==> config.mk <==
export PLATFORM = sky130hd
export DESIGN_NAME = multicycle_control_fsm_flat
export DESIGN_NICKNAME = d
export VERILOG_FILES = /design/src/rtl/multicycle_control_fsm_if.sv /design/src/rtl/multicycle_control_fsm.sv /design/src/flat_wrapper.sv
export SDC_FILE = /design/constraint.sdc
export NUM_CORES = 1
export LEC_CHECK = 0
export CAP_MARGIN = 15
export CELL_PAD_IN_SITES_DETAIL_PLACEMENT = 1
export CELL_PAD_IN_SITES_GLOBAL_PLACEMENT = 1
export CORE_ASPECT_RATIO = 0.9
export CORE_MARGIN = 1.5
export CORE_UTILIZATION = 19
export DETAILED_ROUTE_END_ITERATION = 12
export PLACE_DENSITY = 0.79
export SETUP_SLACK_MARGIN = 0.5
export SLEW_MARGIN = 5
export SYNTH_ARGS = -nofsm -noshare
export SYNTH_HDL_FRONTEND = slang
export SYNTH_SLANG_ARGS = --single-unit
export TNS_END_PERCENT = 1
==> constraint.sdc <==
create_clock -name clk -period 3.25 [get_ports clk]
set_clock_uncertainty 0.1 [all_clocks]
set_input_delay 0.8125 -clock clk [delete_from_list [all_inputs] [get_ports clk]]
set_output_delay 0.8125 -clock clk [all_outputs]
set_load 0.01 [all_outputs]
==> src/rtl/multicycle_control_fsm_if.sv <==
// Control/status bundle between the multi-cycle sequencer (master) and the datapath (slave).
interface multicycle_control_fsm_if;
  // datapath -> sequencer
  logic [6:0]  opcode;
  logic        alu_bcond;
  logic [31:0] x17_value;
  logic        mem_ready;
  // sequencer -> datapath
  logic        pc_write;
  logic        pc_source;
  logic        i_or_d;
  logic        mem_read;
  logic        mem_write;
  logic        ir_write;
  logic        mdr_write;
  logic        ab_write;
  logic        aluout_write;
  logic        alu_src_a;
  logic [1:0]  alu_src_b;
  logic [1:0]  alu_op;
  logic        reg_write;
  logic [1:0]  wb_sel;
  logic        instr_retired;
  logic        is_halted;

  modport master (
    input  opcode, alu_bcond, x17_value, mem_ready,
    output pc_write, pc_source, i_or_d, mem_read, mem_write, ir_write, mdr_write,
           ab_write, aluout_write, alu_src_a, alu_src_b, alu_op, reg_write, wb_sel,
           instr_retired, is_halted
  );

  modport slave (
    output opcode, alu_bcond, x17_value, mem_ready,
    input  pc_write, pc_source, i_or_d, mem_read, mem_write, ir_write, mdr_write,
           ab_write, aluout_write, alu_src_a, alu_src_b, alu_op, reg_write, wb_sel,
           instr_retired, is_halted
  );
endinterface

==> src/rtl/multicycle_control_fsm.sv <==
// Multi-cycle RV32I control sequencer: IF/ID/EX/MEM/WB over a shared memory and ALU.
// Outputs are Mealy (state + mem_ready/alu_bcond) and forced low while reset is asserted.
module multicycle_control_fsm #(
  parameter logic [31:0] ECALL_HALT_CODE = 32'd10,
  parameter bit          ILLEGAL_HALTS   = 1'b0
) (
  input  logic                        clk,
  input  logic                        reset,
  multicycle_control_fsm_if.master    bus
);

  localparam logic [6:0] OP_R      = 7'b0110011;
  localparam logic [6:0] OP_I      = 7'b0010011;
  localparam logic [6:0] OP_LOAD   = 7'b0000011;
  localparam logic [6:0] OP_STORE  = 7'b0100011;
  localparam logic [6:0] OP_BRANCH = 7'b1100011;
  localparam logic [6:0] OP_JAL    = 7'b1101111;
  localparam logic [6:0] OP_JALR   = 7'b1100111;
  localparam logic [6:0] OP_SYSTEM = 7'b1110011;

  typedef enum logic [3:0] {
    S_IF, S_ID, S_EX, S_MEM_RD, S_MEM_WR, S_WB_ALU, S_WB_LD, S_JALR_WB, S_PCINC, S_HALT
  } state_e;

  typedef struct packed {
    logic       pc_write;
    logic       pc_source;
    logic       i_or_d;
    logic       mem_read;
    logic       mem_write;
    logic       ir_write;
    logic       mdr_write;
    logic       ab_write;
    logic       aluout_write;
    logic       alu_src_a;
    logic [1:0] alu_src_b;
    logic [1:0] alu_op;
    logic       reg_write;
    logic [1:0] wb_sel;
    logic       instr_retired;
    logic       is_halted;
  } ctl_t;

  state_e state_q, state_d;
  ctl_t   ctl;

  always_ff @(posedge clk or negedge reset) begin
    if (!reset) state_q <= S_IF;
    else        state_q <= state_d;
  end

  always_comb begin
    state_d = state_q;
    ctl     = '0;
    unique case (state_q)
      S_IF: begin
        ctl.mem_read = 1'b1;
        if (bus.mem_ready) begin
          ctl.ir_write = 1'b1;
          state_d      = S_ID;
        end
      end
      S_ID: begin
        // Branch/JAL target PC+imm is parked in ALUOut here for use in EX.
        ctl.ab_write     = 1'b1;
        ctl.aluout_write = 1'b1;
        ctl.alu_src_b    = 2'd2;
        if (bus.opcode == OP_SYSTEM)
          state_d = (bus.x17_value == ECALL_HALT_CODE) ? S_HALT : S_PCINC;
        else
          state_d = S_EX;
      end
      S_EX: begin
        unique case (bus.opcode)
          OP_R, OP_I: begin
            ctl.alu_src_a    = 1'b1;
            ctl.alu_src_b    = (bus.opcode == OP_I) ? 2'd2 : 2'd0;
            ctl.alu_op       = 2'd2;
            ctl.aluout_write = 1'b1;
            state_d          = S_WB_ALU;
          end
          OP_LOAD, OP_STORE, OP_JALR: begin
            ctl.alu_src_a    = 1'b1;
            ctl.alu_src_b    = 2'd2;
            ctl.aluout_write = 1'b1;
            state_d          = (bus.opcode == OP_LOAD)  ? S_MEM_RD :
                               (bus.opcode == OP_STORE) ? S_MEM_WR : S_JALR_WB;
          end
          OP_BRANCH: begin
            ctl.alu_src_a = 1'b1;
            ctl.alu_op    = 2'd1;
            if (bus.alu_bcond) begin
              ctl.pc_write      = 1'b1;
              ctl.pc_source     = 1'b1;
              ctl.instr_retired = 1'b1;
              state_d           = S_IF;
            end else begin
              state_d = S_PCINC;
            end
          end
          OP_JAL: begin
            ctl.alu_src_b     = 2'd1;
            ctl.reg_write     = 1'b1;
            ctl.wb_sel        = 2'd2;
            ctl.pc_write      = 1'b1;
            ctl.pc_source     = 1'b1;
            ctl.instr_retired = 1'b1;
            state_d           = S_IF;
          end
          default: state_d = ILLEGAL_HALTS ? S_HALT : S_PCINC;
        endcase
      end
      S_MEM_RD: begin
        ctl.i_or_d   = 1'b1;
        ctl.mem_read = 1'b1;
        if (bus.mem_ready) begin
          ctl.mdr_write = 1'b1;
          state_d       = S_WB_LD;
        end
      end
      S_MEM_WR: begin
        ctl.i_or_d    = 1'b1;
        ctl.mem_write = 1'b1;
        if (bus.mem_ready) state_d = S_PCINC;
      end
      S_WB_ALU: begin
        ctl.reg_write = 1'b1;
        state_d       = S_PCINC;
      end
      S_WB_LD: begin
        ctl.reg_write = 1'b1;
        ctl.wb_sel    = 2'd1;
        state_d       = S_PCINC;
      end
      S_JALR_WB: begin
        ctl.alu_src_b     = 2'd1;
        ctl.reg_write     = 1'b1;
        ctl.wb_sel        = 2'd2;
        ctl.pc_write      = 1'b1;
        ctl.pc_source     = 1'b1;
        ctl.instr_retired = 1'b1;
        state_d           = S_IF;
      end
      S_PCINC: begin
        ctl.alu_src_b     = 2'd1;
        ctl.pc_write      = 1'b1;
        ctl.instr_retired = 1'b1;
        state_d           = S_IF;
      end
      S_HALT: ctl.is_halted = 1'b1;
      default: state_d = S_IF;
    endcase
  end

  // Reset gates every output combinationally so a pending write drops at once.
  assign {bus.pc_write, bus.pc_source, bus.i_or_d, bus.mem_read, bus.mem_write,
          bus.ir_write, bus.mdr_write, bus.ab_write, bus.aluout_write, bus.alu_src_a,
          bus.alu_src_b, bus.alu_op, bus.reg_write, bus.wb_sel, bus.instr_retired,
          bus.is_halted} = reset ? ctl : '0;

endmodule

==> src/flat_wrapper.sv <==
// flat-port wrapper written by rule: the top's interface ports become plain ports
module multicycle_control_fsm_flat 
#(
  parameter logic [31:0] ECALL_HALT_CODE = 32'd10,
  parameter bit          ILLEGAL_HALTS   = 1'b0
)
  (clk, reset, bus_opcode, bus_alu_bcond, bus_x17_value, bus_mem_ready, bus_pc_write, bus_pc_source, bus_i_or_d, bus_mem_read, bus_mem_write, bus_ir_write, bus_mdr_write, bus_ab_write, bus_aluout_write, bus_alu_src_a, bus_alu_src_b, bus_alu_op, bus_reg_write, bus_wb_sel, bus_instr_retired, bus_is_halted);
  multicycle_control_fsm_if bus_i ();
  input  logic clk;
  input  logic reset;
  input wire logic [$bits(bus_i.opcode)-1:0] bus_opcode;
  input wire logic [$bits(bus_i.alu_bcond)-1:0] bus_alu_bcond;
  input wire logic [$bits(bus_i.x17_value)-1:0] bus_x17_value;
  input wire logic [$bits(bus_i.mem_ready)-1:0] bus_mem_ready;
  output wire logic [$bits(bus_i.pc_write)-1:0] bus_pc_write;
  output wire logic [$bits(bus_i.pc_source)-1:0] bus_pc_source;
  output wire logic [$bits(bus_i.i_or_d)-1:0] bus_i_or_d;
  output wire logic [$bits(bus_i.mem_read)-1:0] bus_mem_read;
  output wire logic [$bits(bus_i.mem_write)-1:0] bus_mem_write;
  output wire logic [$bits(bus_i.ir_write)-1:0] bus_ir_write;
  output wire logic [$bits(bus_i.mdr_write)-1:0] bus_mdr_write;
  output wire logic [$bits(bus_i.ab_write)-1:0] bus_ab_write;
  output wire logic [$bits(bus_i.aluout_write)-1:0] bus_aluout_write;
  output wire logic [$bits(bus_i.alu_src_a)-1:0] bus_alu_src_a;
  output wire logic [$bits(bus_i.alu_src_b)-1:0] bus_alu_src_b;
  output wire logic [$bits(bus_i.alu_op)-1:0] bus_alu_op;
  output wire logic [$bits(bus_i.reg_write)-1:0] bus_reg_write;
  output wire logic [$bits(bus_i.wb_sel)-1:0] bus_wb_sel;
  output wire logic [$bits(bus_i.instr_retired)-1:0] bus_instr_retired;
  output wire logic [$bits(bus_i.is_halted)-1:0] bus_is_halted;
  assign bus_i.opcode = bus_opcode;
  assign bus_i.alu_bcond = bus_alu_bcond;
  assign bus_i.x17_value = bus_x17_value;
  assign bus_i.mem_ready = bus_mem_ready;
  assign bus_pc_write = bus_i.pc_write;
  assign bus_pc_source = bus_i.pc_source;
  assign bus_i_or_d = bus_i.i_or_d;
  assign bus_mem_read = bus_i.mem_read;
  assign bus_mem_write = bus_i.mem_write;
  assign bus_ir_write = bus_i.ir_write;
  assign bus_mdr_write = bus_i.mdr_write;
  assign bus_ab_write = bus_i.ab_write;
  assign bus_aluout_write = bus_i.aluout_write;
  assign bus_alu_src_a = bus_i.alu_src_a;
  assign bus_alu_src_b = bus_i.alu_src_b;
  assign bus_alu_op = bus_i.alu_op;
  assign bus_reg_write = bus_i.reg_write;
  assign bus_wb_sel = bus_i.wb_sel;
  assign bus_instr_retired = bus_i.instr_retired;
  assign bus_is_halted = bus_i.is_halted;
  multicycle_control_fsm #(.ECALL_HALT_CODE(ECALL_HALT_CODE), .ILLEGAL_HALTS(ILLEGAL_HALTS)) u_core (.clk(clk), .reset(reset), .bus(bus_i));
endmodule
==> out/qor.txt <==
Crit Path Class - input pin to output port
setup_tns - 0 ns
initial antenna violation count - 0
Max Cap Viol - 0
# nets final - 230
setup violators final - 0
biggest regs - u_core.state_q x4
H-Tree Depth - 1
distinct cell type count after synthesis - 36
Cells after DPL - 223
Sw Pwr - 0.0002722 W
die area - 3972 µm²
worst path cell trace - buf_8 -> nand4_4 -> or3b_4 -> nor3b_4 -> mux2_4 -> nand3_4 -> inv_1 -> clkdlybuf4s15_2
clock share of power - 0.167
total CTS buffers - 3
count of flip-flops with a built-in enable after synthesis - 0
post-route setup slack - 0.2086 ns
Clock Tree Buf Depth - 2
Vias - 1164
Critical Path Max Stage Delay - 0.41 ns
Clock Latency Late Sink - 0.22 ns
status - finished clean
pwr dens - 399.0 nW/µm²
Place WS - -0.8020 ns
Die W - 66.27 µm
Routed Antenna Nets - 0
Main synth FF type - dfrtp_1
fmax - 328.8 MHz
Synth top area share - 0.1463
Vias/cell - 5.083
sequential area share after synthesis - 0.1463
Slew HR - 0.7223
die extent in y - 59.94 µm
Initial Utilization - 0.2011
count leader, synth - nor2_1
RSZ-0062 raised after global routing - yes
gpl congestion - 0.8880
critical path endpoint category - output port
clk sink count - 4
synth warn - 0
pin count of the biggest net entering global routing - 16
post-layout min period - 3.041 ns
All-Layer GR Usage - 0.1802
Worst path slowest cell - or3b_4
io pins - 62
share of layout cells above drive strength 1 - 0.3027
CP Max Fanout - 4
syn_area_per_cell - 6.776 µm²
most instantiated cells after synthesis - nor2_1, nand2_1, o21ai_0
P&R area growth vs syn - 132.0%
Clock transition at path regs - 0.03 ns
area leader, netlist - dfrtp_1
grt ovf - 0
Synth Cell Area - 684.4 µm²
hold buffer count at cts - 0
switching share of power - 0.4297
1st-pass router iterations - 4
Syn Inst Count - 101
Post-Route WL - 3367 µm
max FFs per register - 4
first-pass GRT wire length - 5513 µm
Core ar. - 3403 µm²
HP Class - register to register
CTS root buf - clkbuf_8
fillcell total - 432
antenna cell count - 0
Layout Cells excl Fill - 229
Leakage - 0.6623 nW
WP data arrival - 2.13 ns
Worst-Margin Slew - 0.4128 ns
DRC violations left - 0
sequential power share - 0.132
final slew viol count - 0
Comb power frac - 0.701
I/O Buffers - 61
Synth area leaders - dfrtp_1, nor2_1, nor4_1
ys async rst share - 1.000
Final period util - 0.9358
net count after synthesis - 144
crit start category - input pin
synthesized flop and latch total - 4
wire length per cell - 14.70 µm
vias in the first global route - 1223
cell-internal power - 0.0003613 W
CTS tree - yes
DRT iter0 DRCs - 35
Rows - 20
DP Wirelength - 2760 µm
final hold vios - 0
Peak supply drop - 0.1601 mV
Reg with most FFs - u_core.state_q
critical path required time - 2.34 ns
## metrics by stage
stage / total power, W / instance area, µm² / util / hold WS, ns
detailed placement: 0.0005162 / 1515 / 0.4452 / 0.4732
finish: 0.0006335 / 1588 / 0.4665 / 0.5105
CTS: 0.0006277 / 1582 / 0.4647 / 0.4994
floorplan: 0.0003021 / 706.9 / - / 0.4031
global placement: 0.0005010 / 1515 / 0.4452 / 0.4580
global route: 0.0006844 / 1588 / 0.4665 / 0.5354
## cells by family after synthesis
logic type / after synthesis / synth area share
AOI/OAI and AO/OA: 23 / 0.2267
buffers and inverters: 8 / 0.04936
DFF: 4 / 0.1463
muxes: 1 / 0.01645
and+or+nand+nor: 65 / 0.5612
## layout by cell type, fill, tap and decap left out, drive strengths merged, types with 3 or more instances in the layout
| cell | Yosys | final |
|---|---|---|
| clkdlybuf4s50 | 0 | 42 |
| buf | 1 | 36 |
| nor2 | 12 | 12 |
| nand2 | 11 | 11 |
| o21ai | 8 | 8 |
| nor4 | 7 | 7 |
| nand3 | 7 | 7 |
| dlygate4sd2 | 0 | 4 |
| dfrtp | 4 | 4 |
| nand4 | 4 | 4 |
| clkdlybuf4s15 | 0 | 4 |
| inv | 3 | 3 |
| or2 | 3 | 3 |
| a21oi | 3 | 3 |
| nand2b | 3 | 3 |
| o211ai | 3 | 3 |
| clkbuf | 4 | 3 |
| nor2b | 3 | 3 |
| nor4b | 3 | 3 |
## power groups by stage
| stage | registers, W | logic (W) | clock network, W |
|---|---|---|---|
| global placement | 0.0000814 | 0.000420 | 0 |
| detailed placement | 0.0000837 | 0.000432 | 0 |
| finish | 0.0000834 | 0.000444 | 0.000106 |
| floorplan | 0.0000861 | 0.000216 | 0 |
| global route | 0.0000860 | 0.000483 | 0.000115 |
| CTS | 0.0000833 | 0.000437 | 0.000107 |
## what timing repair did
action / in CTS / in global routing
pin swaps: 7 / 0
endpoints found under the setup margin: 20 / 20
buffers inserted: 3 / 0
resized for setup: 76 / 1
## worst max-delay path, delay by kind of cell
family	cells	cell delay, ns
multiplexers	1	0.18
AND/OR/NAND/NOR	4	0.78
buffers and inverters	3	0.35
## worst paths after layout
path,slack (ns),endpoint,startpoint,cells after the start
setup / recovery,0.21,bus_wb_sel[1],bus_opcode[0],8
hold / removal,0.51,u_core.state_q[2],u_core.state_q[3],2
setup reg to reg,1.50,u_core.state_q[0],u_core.state_q[3],6
hold reg to reg,0.51,u_core.state_q[2],u_core.state_q[3],2
max in group asynchronous,2.34,u_core.state_q[2],reset,2
min in group asynchronous,0.60,u_core.state_q[0],reset,2
## metal layers
| layer | global-route usage | vias up | wire length, µm |
|---|---|---|---|
| met5 | 0 | - | 0 |
| met4 | 0.06414 | 0 | 49 |
| met3 | 0.03013 | 4 | 224 |
| met2 | 0.3200 | 54 | 1678 |
| met1 | 0.2196 | 549 | 1414 |
| li1 | - | 557 | - |
## area by class of cell
class                           count  area (µm²)  area share
Timing Repair Buffer               86       773.2      0.4870
Multi-Input combinational cell     89       606.8      0.3822
Sequential cell                     4       100.1     0.06304
Tap cell                           44       55.05     0.03467
Clock buffer                        3       41.29     0.02600
Inverter                            3       11.26    0.007092
(Power assumes the default switching activity.)
